==> src/rtl/fetch_pkg.sv <==
`default_nettype none
// ============================================================================
// Module   : fetch_pkg
// Purpose  : Shared constants and types for the instruction-fetch stage.
//            XLEN       - datapath width
//            NOP_INSTR  - canonical NOP (addi x0,x0,0) used to scrub IF/ID
//            fetch_state_t - BOOT / RUN / HALT control states
// Revision : 1.0 - initial release
// ============================================================================
package fetch_pkg;

  localparam int unsigned       XLEN      = 32;
  localparam logic [XLEN-1:0]   NOP_INSTR = 32'h0000_0013;

  typedef enum logic [1:0] {
    BOOT = 2'd0,
    RUN  = 2'd1,
    HALT = 2'd2
  } fetch_state_t;

endpackage : fetch_pkg
`default_nettype wire

==> src/rtl/fetch_if.sv <==
`default_nettype none
// ============================================================================
// Module   : fetch_if
// Purpose  : Bundles the fetch stage's memory, redirect and IF/ID signals.
//   imem_addr/imem_instr       : combinational instruction-memory port
//   redirect_valid/redirect_pc : PC change request from execute
//   id_valid/id_ready          : IF/ID handshake; id_instr/id_pc payload
//   fetch_err                  : sticky misaligned-redirect fault
//   fetch_count                : handshake counter (FETCH_PERF_CNT_EN only)
// Modports : master = fetch_unit side, slave = surrounding pipeline/memory.
// Config   : FETCH_PERF_CNT_EN adds fetch_count.
// Revision : 1.0 - initial release
// ============================================================================
interface fetch_if;
  import fetch_pkg::*;

  logic [XLEN-1:0] imem_addr;
  logic [XLEN-1:0] imem_instr;
  logic            redirect_valid;
  logic [XLEN-1:0] redirect_pc;
  logic            id_ready;
  logic            id_valid;
  logic [XLEN-1:0] id_instr;
  logic [XLEN-1:0] id_pc;
  logic            fetch_err;
`ifdef FETCH_PERF_CNT_EN
  logic [XLEN-1:0] fetch_count;
`endif

  modport master (
    output imem_addr,
    input  imem_instr,
    input  redirect_valid,
    input  redirect_pc,
    input  id_ready,
    output id_valid,
    output id_instr,
    output id_pc,
    output fetch_err
`ifdef FETCH_PERF_CNT_EN
    , output fetch_count
`endif
  );

  modport slave (
    input  imem_addr,
    output imem_instr,
    output redirect_valid,
    output redirect_pc,
    output id_ready,
    input  id_valid,
    input  id_instr,
    input  id_pc,
    input  fetch_err
`ifdef FETCH_PERF_CNT_EN
    , input fetch_count
`endif
  );

endinterface : fetch_if
`default_nettype wire

==> src/rtl/fetch_unit.sv <==
`default_nettype none
// ============================================================================
// Module   : fetch_unit
// Purpose  : Instruction-fetch stage. Owns the PC, drives the instruction
//            memory address straight from the PC register, and captures the
//            returned word into an IF/ID register with valid/ready toward
//            decode. Redirects from execute flush the in-flight instruction;
//            a misaligned redirect target halts the stage until reset.
// Ports    : clk    - rising-edge clock
//            rst_n  - asynchronous active-low reset
//            bus    - fetch_if.master (memory, redirect, IF/ID, status)
// Params   : RESET_PC - first fetch address after reset
// Config   : FETCH_PERF_CNT_EN - adds the 32-bit fetch_count counter/port
// Revision : 1.0 - initial release
// ============================================================================
module fetch_unit
  import fetch_pkg::*;
#(
  parameter logic [XLEN-1:0] RESET_PC = 32'h0000_0000
) (
  input  wire logic clk,
  input  wire logic rst_n,
  fetch_if.master   bus
);

  fetch_state_t    r_state,    w_state_next;
  logic [XLEN-1:0] r_pc,       w_pc_next;
  logic            r_id_valid, w_id_valid_next;
  logic [XLEN-1:0] r_id_instr, w_id_instr_next;
  logic [XLEN-1:0] r_id_pc,    w_id_pc_next;
  logic            r_err,      w_err_next;

  logic w_misaligned;
  logic w_adv;

  assign w_misaligned = bus.redirect_valid && (bus.redirect_pc[1:0] != 2'b00);
  // IF/ID slot may be refilled when empty or when decode is taking it now.
  assign w_adv        = !r_id_valid || bus.id_ready;

  always_ff @(posedge clk or negedge rst_n) begin
    if (!rst_n) begin
      r_state    <= BOOT;
      r_pc       <= RESET_PC;
      r_id_valid <= 1'b0;
      r_id_instr <= NOP_INSTR;
      r_id_pc    <= '0;
      r_err      <= 1'b0;
    end else begin
      r_state    <= w_state_next;
      r_pc       <= w_pc_next;
      r_id_valid <= w_id_valid_next;
      r_id_instr <= w_id_instr_next;
      r_id_pc    <= w_id_pc_next;
      r_err      <= w_err_next;
    end
  end

  always_comb begin
    w_state_next    = r_state;
    w_pc_next       = r_pc;
    w_id_valid_next = r_id_valid;
    w_id_instr_next = r_id_instr;
    w_id_pc_next    = r_id_pc;
    w_err_next      = r_err;

    case (r_state)
      BOOT, RUN: begin
        if (w_misaligned) begin
          // PC is deliberately left pointing at the last good address.
          w_id_valid_next = 1'b0;
          w_err_next      = 1'b1;
          w_state_next    = HALT;
        end else if (bus.redirect_valid) begin
          w_pc_next       = bus.redirect_pc;
          w_id_valid_next = 1'b0;
          w_id_instr_next = NOP_INSTR;
          w_state_next    = RUN;
        end else if (r_state == BOOT) begin
          w_state_next    = RUN;
        end else if (w_adv) begin
          w_id_instr_next = bus.imem_instr;
          w_id_pc_next    = r_pc;
          w_id_valid_next = 1'b1;
          w_pc_next       = r_pc + 32'd4;  // wraps modulo 2^32
        end
      end
      HALT: begin
        w_id_valid_next = 1'b0;
      end
      default: begin
        w_state_next    = HALT;
        w_id_valid_next = 1'b0;
      end
    endcase
  end

  assign bus.imem_addr = r_pc;
  assign bus.id_valid  = r_id_valid;
  assign bus.id_instr  = r_id_instr;
  assign bus.id_pc     = r_id_pc;
  assign bus.fetch_err = r_err;

`ifdef FETCH_PERF_CNT_EN
  logic [XLEN-1:0] r_fetch_count;

  // A handshake squashed by a same-cycle redirect is not counted.
  always_ff @(posedge clk or negedge rst_n) begin
    if (!rst_n) begin
      r_fetch_count <= '0;
    end else if (r_id_valid && bus.id_ready && !bus.redirect_valid) begin
      r_fetch_count <= r_fetch_count + 32'd1;
    end
  end

  assign bus.fetch_count = r_fetch_count;
`endif

endmodule : fetch_unit
`default_nettype wire

==> src/flat_wrapper.sv <==
// flat-port wrapper written by rule: the top's interface ports become plain ports
module fetch_unit_flat import fetch_pkg::*;
#(
  parameter logic [XLEN-1:0] RESET_PC = 32'h0000_0000
)
  (clk, rst_n, bus_imem_addr, bus_imem_instr, bus_redirect_valid, bus_redirect_pc, bus_id_ready, bus_id_valid, bus_id_instr, bus_id_pc, bus_fetch_err);
  fetch_if bus_i ();
  input  wire logic clk;
  input  wire logic rst_n;
  output wire logic [$bits(bus_i.imem_addr)-1:0] bus_imem_addr;
  input wire logic [$bits(bus_i.imem_instr)-1:0] bus_imem_instr;
  input wire logic [$bits(bus_i.redirect_valid)-1:0] bus_redirect_valid;
  input wire logic [$bits(bus_i.redirect_pc)-1:0] bus_redirect_pc;
  input wire logic [$bits(bus_i.id_ready)-1:0] bus_id_ready;
  output wire logic [$bits(bus_i.id_valid)-1:0] bus_id_valid;
  output wire logic [$bits(bus_i.id_instr)-1:0] bus_id_instr;
  output wire logic [$bits(bus_i.id_pc)-1:0] bus_id_pc;
  output wire logic [$bits(bus_i.fetch_err)-1:0] bus_fetch_err;
  assign bus_imem_addr = bus_i.imem_addr;
  assign bus_i.imem_instr = bus_imem_instr;
  assign bus_i.redirect_valid = bus_redirect_valid;
  assign bus_i.redirect_pc = bus_redirect_pc;
  assign bus_i.id_ready = bus_id_ready;
  assign bus_id_valid = bus_i.id_valid;
  assign bus_id_instr = bus_i.id_instr;
  assign bus_id_pc = bus_i.id_pc;
  assign bus_fetch_err = bus_i.fetch_err;
  fetch_unit #(.RESET_PC(RESET_PC)) u_core (.clk(clk), .rst_n(rst_n), .bus(bus_i));
endmodule
==> config.mk <==
export PLATFORM = sky130hd
export DESIGN_NAME = fetch_unit_flat
export DESIGN_NICKNAME = d
export VERILOG_FILES = /design/src/rtl/fetch_pkg.sv /design/src/rtl/fetch_if.sv /design/src/rtl/fetch_unit.sv /design/src/flat_wrapper.sv
export SDC_FILE = /design/constraint.sdc
export NUM_CORES = 1
export LEC_CHECK = 0
export ABC_AREA = 1
export BUFFER_PORTS_ARGS = -buffer_cell sky130_fd_sc_hd__buf_2
export CORE_ASPECT_RATIO = 0.75
export CORE_UTILIZATION = 56
export CTS_BUF_LIST = sky130_fd_sc_hd__clkbuf_2
export CTS_CLUSTER_SIZE = 16
export DETAILED_ROUTE_END_ITERATION = 10
export GPL_TIMING_DRIVEN = 0
export PLACE_DENSITY = 0.88
export SYNTH_ARGS = -nofsm -noshare
export SYNTH_HDL_FRONTEND = slang
export SYNTH_SLANG_ARGS = --single-unit
export TNS_END_PERCENT = 100
==> constraint.sdc <==
create_clock -name clk -period 3.7 [get_ports clk]
set_clock_uncertainty 0.2 [all_clocks]
set_input_delay 0.555 -clock clk [delete_from_list [all_inputs] [get_ports clk]]
set_output_delay 0.555 -clock clk [all_outputs]
set_load 0.02 [all_outputs]
# Word level (Yosys, flattened, before mapping)
# Cells that the tools add are included.
# word_totals
input_bits	68
word_cells	44
output_inout_bits	98
regBits	100
# op_classes
muxes	15
n_reduce_logical	12
n_addsub	1
eq_ne	6
bitwise	4
# op_table
cell	n
32-bit two-way mux	6
32-bit by 3-bit adder with 32-bit output, second input constant	1
4-bit by 2-bit inequality test with 1-bit output, second input constant	2
2-bit two-way mux	3
2-bit AND reduction	3
1-bit two-way mux	5
5-bit AND reduction	1
4-bit by 3-bit inequality test with 1-bit output, second input constant	1
1-bit inverter	4
2-bit one-hot mux with 2 select lines	1
4-bit AND reduction	1
2-bit nonzero test	2
2-bit by 1-bit equality test with 1-bit output, second input constant	1
2-bit equality test, second input constant	1
2-bit logical NOT	1
2-bit inequality test, second input constant	1
2-bit OR reduction	1
1-bit logical AND	1
1-bit logical NOT	1
1-bit logical OR	1

# Longest topological paths before layout
# Gate-level depths: netlist of run 1.
# logic_depth
depth_word	7
ltp_mapped	10
mapped_depth_nobuf	10

# Worst setup path before layout of run 1
# OpenSTA, ideal clock, no wires.
# synth_timing
path_type	register to register
from	register u_core.r_pc[3] (netlist: u_core.bus.imem_addr[3])
to	register u_core.r_pc[26] (netlist: u_core.bus.imem_addr[26])
required_ns	3.383
setup_time_ns	0.117
setup_slack_ns	1.872
t_arrival_ns	1.511
n_path_buf	0
period_less_slack_ns	1.828
stages_incl_launch_ff	11
cell_sequence	dfrtp_1 ha_1 nand2_1 nor2_1 nand2_1 nor2_2 nand2_1 nand2_1 nand3_1 nand2_1 nand2_1
# synth_via
elab_chain_cells	4
# synth_lines
element	line	rtl
start, declared	fetch_unit.sv:27	logic [XLEN-1:0] r_pc, w_pc_next;
start signal, assigned	fetch_unit.sv:50	r_pc <= w_pc_next;
32-bit by 3-bit adder with 32-bit output	fetch_unit.sv:84	w_pc_next = r_pc + 32'd4;
32-bit two-way mux	fetch_unit.sv:80	end else if (w_adv) begin
32-bit two-way mux	fetch_unit.sv:78	end else if (r_state == BOOT) begin
32-bit two-way mux	fetch_unit.sv:73	end else if (bus.redirect_valid) begin
# No other way between the ends. The select of a mux whose other input is x is not followed.
# A chain may end at the register's enable or synchronous reset.

# Worst setup path in the final report of run 1
# layout_timing
from	register u_core.r_id_instr[0] (netlist: u_core.bus.id_instr[0])
to	output port bus_id_instr[0]
# layout_lines
element	line	rtl
start, declared	fetch_unit.sv:29	logic [XLEN-1:0] r_id_instr, w_id_instr_next;
start signal, assigned	fetch_unit.sv:52	r_id_instr <= w_id_instr_next;
end, declared	flat_wrapper.sv:16	output wire logic [$bits(bus_i.id_instr)-1:0] bus_id_instr;
# No word-level cell between the ends.

==> results of run 1 <==
## per-layer routing
metal	vias to the layer above	share of wire (%)	routed length (um)	global-route usage, %
met5	-	0	0	0
met4	0	3.3	515	15.3
met3	57	11	1690	9.97
met2	344	47	7270	59.6
met1	2480	39	6110	44.5
li1	2489	-	-	-
## sequential cells by signal (all words and copies together), names as in the netlist
signal                count
u_core.r_state            2
u_core.bus.id_pc         32
u_core.bus.fetch_err      1
u_core.bus.id_instr      32
u_core.bus.id_valid       1
u_core.bus.imem_addr     32
## worst min path at each step
stage / from / end
6_report: bus_redirect_pc[28] / u_core.bus.imem_addr[28]$_DFFE_PN0P_
5_1_grt: bus_redirect_pc[28] / u_core.bus.imem_addr[28]$_DFFE_PN0P_
2_1_floorplan: rst_n / u_core.bus.fetch_err$_DFFE_PN0P_
3_5_place_dp: u_core.bus.id_instr[4]$_DFFE_PN1P_ / u_core.bus.id_instr[4]$_DFFE_PN1P_
4_1_cts: bus_redirect_pc[5] / u_core.bus.imem_addr[5]$_DFFE_PN0P_
3_3_place_gp: u_core.bus.fetch_err$_DFFE_PN0P_ / u_core.bus.fetch_err$_DFFE_PN0P_
## stage by stage
stage          instances  hold slack, ns
2_1_floorplan        650          0.0594
3_3_place_gp         923           0.241
3_5_place_dp         924           0.259
4_1_cts              977         0.00156
5_1_grt              979          0.0243
6_report             979          0.0292
## cells in the mapped netlist (all sizes together)
cell / instances
o21a: 1
a21o: 3
nand2: 237
mux2: 2
ha: 1
buf: 20
o21ai: 58
dfrtp: 97
a31oi: 1
a22oi: 2
a21oi: 15
nand3: 62
and2: 1
clkbuf: 10
nand3b: 1
dfstp: 3
nor3: 4
o22ai: 3
inv: 55
nor2: 74
## final cells by class
type	instances	area [um2]	area share, %
flip-flops and latches	100	2510	39.4
repair buffers	205	1250	19.6
multi-input cells	465	2010	31.6
inverters	55	206	3.25
clock buffers	9	45.0	0.709
plain buffers	30	148	2.32
well taps	108	135	2.13
clock inverters	7	58.8	0.925
## cell usage in the layout, fill, tap and decap left out, types with 2 or more instances in the layout
cell type / netlist / routed
nand2_1: 236 / 236
buf_2: 10 / 174
dfrtp_1: 97 / 97
nor2_1: 69 / 69
nand3_1: 61 / 61
inv_1: 54 / 54
o21ai_0: 54 / 54
dlygate4sd3_1: 0 / 39
a21oi_1: 15 / 15
clkbuf_1: 10 / 10
clkbuf_2: 0 / 9
nor2_2: 5 / 5
buf_1: 5 / 5
buf_4: 4 / 5
nor3_1: 4 / 4
o21ai_1: 4 / 4
o22ai_1: 3 / 3
a21o_1: 3 / 3
clkinv_4: 0 / 3
dfstp_2: 3 / 3
mux2_2: 2 / 2
a22oi_1: 2 / 2
clkinv_2: 0 / 2
inv_8: 0 / 2
## report_power, final
group | internal, uW | switching [uW] | leakage [uW]
clock | 101 | 404 | 0.0000697
sequential | 1190 | 92.0 | 0.00127
combinational | 204 | 375 | 0.00221
total | 1500 | 871 | 0.00355
## logic make-up (layout without fill, tap and decap cells)
logic type      after synthesis  after routing  synth area share (%)
mux                           2              2                 0.462
fa+ha+maj                     1              1                 0.257
compound gates               83             83                  8.94
simple gates                379            379                  31.6
buf+inv                      85            306                  7.27
flops                       100            100                  51.5
## repair_timing
item | CTS | global route
buffers inserted | 0 | 0
setup endpoints to repair | 0 | 0
hold buffers | 37 | 2
endpoints found under the hold margin | 75 | 2
==> out/qor.csv, run 1 <==
stage,metric,value,unit
worst_setup_path,Critical Path Start Type,flip-flop,
global_route,initial antenna violation count,0,
finish,Area Overhead vs Synth,30.5,%
finish,Final Util,75.2,%
cts,Bufs on Longest Clock Path,2,
place,DP HPWL,10.6,mm
power_and_ir_drop,Design Power,2370,uW
worst_setup_path,Worst Path Arrival,1.42,ns
worst_setup_path,Critical Path Sink,bus_id_instr[0],
worst_setup_path,WS Path Type,flip-flop to output pin,
timing,fmax,0.461,GHz
timing,Slew @ Worst Pin,0.650,ns
finish,# nets final,935,
timing,final worst slack,1.53,ns
timing,fin crit period,2.17,ns
finish,Filler Cell Count,632,
worst_setup_path,Worst R2R End,u_core.bus.imem_addr[26]$_DFFE_PN0P_,
logic_synthesis,Mapped Cells,650,
timing,"Slew Viols, Final",0,
timing,final setup vio count,0,
global_route,GRT Util Overall,35.9,%
logic_synthesis,Yosys cell types,28,
worst_setup_path,beginning of the critical path,u_core.bus.id_instr[0]$_DFFE_PN1P_,
global_route,vias in the first global route,5069,
die,core area,8450,um2
worst_setup_path,worst-path cell chain,buf_2,
timing,RSZ-0062 raised after global routing,false,
place,PortBufs,165,
logic_synthesis,area share of the largest cell type after synthesis,49.8,%
global_route,largest net degree at the start of global routing,59,
worst_setup_path,CP peak stage delay,0.63,ns
detailed_routing,vias per cell,5.49,
logic_synthesis,Post-Syn Nets,719,
finish,fin area,6350,um2
cts,sinks on the clock net,100,
worst_setup_path,stages on the worst setup path,1,
finish,Antenna Cells,0,
finish,share of layout cells above drive strength 1,24.1,%
global_route,first-pass GRT wire length,24.3,mm
hold_path,worst hold stages,5,
cts,CTS root buf,clkbuf_2,
worst_setup_path,crit path max-delay cell type,dfstp_2,
die,I/O pins,166,
place,Setup WS pre-CTS,1.64,ns
die,Die Ht,82.8,um
cts,CTS tree,done,
die,DIE WIDTH,110,um
flow_run,Max-Cap Viols,0,
power_and_ir_drop,PwrDens,373,nW/um2
timing,final worst path period share,58.7,%
cts,cts bufs inserted,9,
cts,"Gates resized, CTS repair",0,
logic_synthesis,Yosys top cell by area,dfrtp_1,
status,status,completed,
detailed_routing,total iterations of the first detailed-routing run,7,
die,die area,9080,um2
detailed_routing,total wire length,15.6,mm
power_and_ir_drop,peak supply drop,0.337,mV
worst_setup_path,CP Data Required Time,2.94,ns
worst_setup_path,crit-path max FO,2,
detailed_routing,post-route ant nets,0,
detailed_routing,WL/cell,15.9,um
detailed_routing,Vias,5370,
global_route,gr ovfl total,0,
logic_synthesis,synthesis-stage register bit count,100,
timing,Rel. slew slack,56.6,%
die,Initial Utilization,57.6,%
timing,final hold violations,0,
worst_setup_path,Worst Reg-to-Reg Cells,10,
worst_setup_path,"CP delay by family, top",flip-flops,
logic_synthesis,"top cells by area, synth","dfrtp_1, nand2_1, nand3_1",
power_and_ir_drop,static leakage,0.00355,uW
place,placed instance area,5860,um2
cts,clock-pin transition on the worst setup and hold timing paths,0.32,ns
worst_setup_path,CP bufs+invs,1,
logic_synthesis,Avg Inst Size Synth,7.49,um2
die,row count,29,
detailed_routing,# DRC,0,
worst_setup_path,Setup crit end kind,output pin,
worst_setup_path,Critical R2R Launch,u_core.bus.imem_addr[3]$_DFFE_PN0P_,
place,Final GP Congestion,0.922,
logic_synthesis,post-synthesis sequential area ratio,51.5,%
timing,setup tns final,0,ns
detailed_routing,Iter 0 DRT Violations,391,
worst_setup_path,R2R Setup Slk,1.55,ns
logic_synthesis,Synth Cell Area,4870,um2
cts,H-tree depth,3,
hold_path,Worst Hold Class,input port to flip-flop,
cts,Worst-Skew Late Latency,0.62,ns
logic_synthesis,Ys Warns,0,
Note: power is estimated with default switching activity, not from simulation.
==> run 2, diff against run 1 <==
- CORE_UTILIZATION: 56 -> 52
- PLACE_DENSITY: 0.88 -> 0.82
- clock period: 3.7 -> 2 ns (I/O delays scaled with it)
==> out/qor.csv, run 2 (synthesis gave the netlist of run 1 again) <==
stage,metric,value,unit
detailed_routing,# DRC,0,
place,placed instance area,5890,um2
worst_setup_path,Worst Reg-to-Reg Cells,10,
power_and_ir_drop,combinational power share,25.9,%
worst_setup_path,worst-path cell chain,buf_2,
power_and_ir_drop,PwrDens,654,nW/um2
power_and_ir_drop,total net switching power,1630,uW
worst_setup_path,Worst R2R End,u_core.bus.imem_addr[18]$_DFFE_PN0P_,
timing,fin crit period,1.91,ns
detailed_routing,WL/cell,15.7,um
cts,clock-pin transition on the worst setup and hold timing paths,0.31,ns
finish,fin area,6770,um2
cts,Bufs on Longest Clock Path,2,
die,I/O pins,166,
timing,fmax,0.524,GHz
detailed_routing,total wire length,16.3,mm
power_and_ir_drop,Design Power,4430,uW
cts,cts bufs inserted,9,
detailed_routing,post-route ant nets,0,
timing,Rel. slew slack,30.3,%
global_route,largest net degree at the start of global routing,60,
finish,"commonest non-fill, non-tap cell in the layout",nand2_1,
finish,Filler Cell Count,697,
timing,final setup vio count,0,
power_and_ir_drop,static leakage,0.00370,uW
worst_setup_path,crit path max-delay cell type,dfstp_2,
global_route,vias in the first global route,5350,
worst_setup_path,Setup crit end kind,output pin,
place,Setup WS pre-CTS,-0.0156,ns
power_and_ir_drop,Clock power frac,20.4,%
worst_setup_path,Critical R2R Launch,u_core.bus.imem_addr[3]$_DFFE_PN0P_,
cts,CTS root buf,clkbuf_2,
die,die area,9760,um2
cts,CTS tree,done,
die,Die Ht,85.8,um
die,row count,30,
die,DIE WIDTH,114,um
timing,final worst path period share,95.4,%
worst_setup_path,CP Data Required Time,1.50,ns
timing,setup tns final,0,ns
global_route,initial antenna violation count,0,
worst_setup_path,Worst Path Arrival,1.41,ns
global_route,gr busiest metal,met2,
power_and_ir_drop,Internal,2800,uW
detailed_routing,Vias,5468,
place,PortBufs,165,
detailed_routing,vias per cell,5.28,
global_route,first-pass GRT wire length,25.8,mm
timing,final hold violations,0,
finish,most frequent cells in the layout,"nand2_1, buf_2, dfrtp_1",
worst_setup_path,CP peak stage delay,0.61,ns
global_route,gr ovfl total,0,
global_route,GRT Util Overall,34.8,%
timing,final worst slack,0.0918,ns
global_route,met1 Use GR,43.2,%
power_and_ir_drop,sw frac,36.8,%
detailed_routing,total iterations of the first detailed-routing run,6,
timing,Slew @ Worst Pin,1.04,ns
place,DP HPWL,10.8,mm
worst_setup_path,stages on the worst setup path,1,
cts,H-tree depth,3,
finish,share of layout cells above drive strength 1,24.0,%
worst_setup_path,"CP delay by family, top",flip-flops,
global_route,met3 Use GR,9.47,%
hold_path,Hold Startpoint,bus_redirect_valid,
cts,sinks on the clock net,100,
place,Final GP Congestion,0.928,
cts,Worst-Skew Late Latency,0.61,ns
detailed_routing,Iter 0 DRT Violations,492,
finish,Antenna Cells,0,
flow_run,Max-Cap Viols,0,
power_and_ir_drop,peak supply drop,0.534,mV
worst_setup_path,crit-path max FO,2,
worst_setup_path,Critical Path Start Type,flip-flop,
power_and_ir_drop,Sequential Power Share,53.7,%
hold_path,Worst Hold Class,input port to flip-flop,
finish,# nets final,971,
die,core area,9080,um2
worst_setup_path,beginning of the critical path,u_core.bus.id_instr[1]$_DFFE_PN1P_,
finish,Area Overhead vs Synth,39.1,%
worst_setup_path,WS Path Type,flip-flop to output pin,
worst_setup_path,Critical Path Sink,bus_id_instr[1],
worst_setup_path,CP bufs+invs,1,
timing,RSZ-0062 raised after global routing,true,
global_route,met2 GRT Util,59.0,%
status,status,completed,
worst_setup_path,R2R Setup Slk,0.12,ns
timing,"Slew Viols, Final",0,
die,Initial Utilization,53.6,%
run 2: cell types whose count changed in the layout (fill, tap and decap cells not counted), sizes merged:
cell / before / now
clkinv: 5 / 3
clkinvlp: 0 / 2
dlygate4sd3: 39 / 72
buf: 186 / 189
run 2: timing repair:
action / in CTS / in global routing
setup endpoints to repair: 5 / 14
setup buffers: 0 / 3
pin swaps: 0 / 2
resized for setup: 1 / 13
hold buffers: 71 / 1
gates cloned: 0 / 0
hold endpoints to repair: 168 / 1
run 2: power by group through the flow:
stage	clock (uW)	sequential, uW	combinational [uW]
2_1_floorplan	0	2600	356
3_3_place_gp	0	2390	962
4_1_cts	895	2370	1110
6_report	902	2380	1150
3_5_place_dp	0	2400	996
5_1_grt	1000	2400	1250
run 2: cell type report:
class                   count  area (um2)  share of cell area [%]
clock buffers               9        45.0                   0.665
clock inverters             7        48.8                   0.721
repair buffers            241        1600                    23.7
flip-flops and latches    100        2510                    37.0
plain buffers              30         148                    2.18
well taps                 128         160                    2.37
inverters                  55         206                    3.05
multi-input cells         465        2050                    30.3
run 2: through the flow:
stage	util [%]	instances	hold WS (ns)
detailed placement	64.8	944	0.119
global route	74.5	1035	0.0519
CTS	73.7	1031	0.000929
global placement	64.5	943	0.235
floorplan	-	650	-0.196
finish	74.5	1035	0.0879
run 2: metal layers:
metal / vias up / part of all wire (%)
met5: - / 0
met4: 0 / 2.3
met3: 41 / 8.7
met2: 301 / 48
met1: 2566 / 41
li1: 2560 / -
run 2: how the worst min path moves through the flow:
stage / endpoint / cells after the start
2_1_floorplan: u_core.bus.fetch_err$_DFFE_PN0P_ / 0
3_3_place_gp: u_core.bus.fetch_err$_DFFE_PN0P_ / 1
3_5_place_dp: u_core.bus.id_pc[10]$_DFFE_PN0P_ / 1
4_1_cts: u_core.bus.id_pc[3]$_DFFE_PN0P_ / 5
5_1_grt: u_core.bus.imem_addr[3]$_DFFE_PN0P_ / 4
6_report: u_core.bus.imem_addr[3]$_DFFE_PN0P_ / 4
run 2: worst min-delay path, delay by kind of cell:
| kind | cells | cell delay [ns] |
|---|---|---|
| compound gates | 1 | 0.09 |
| buf+inv | 2 | 0.39 |
| simple gates | 1 | 0.13 |
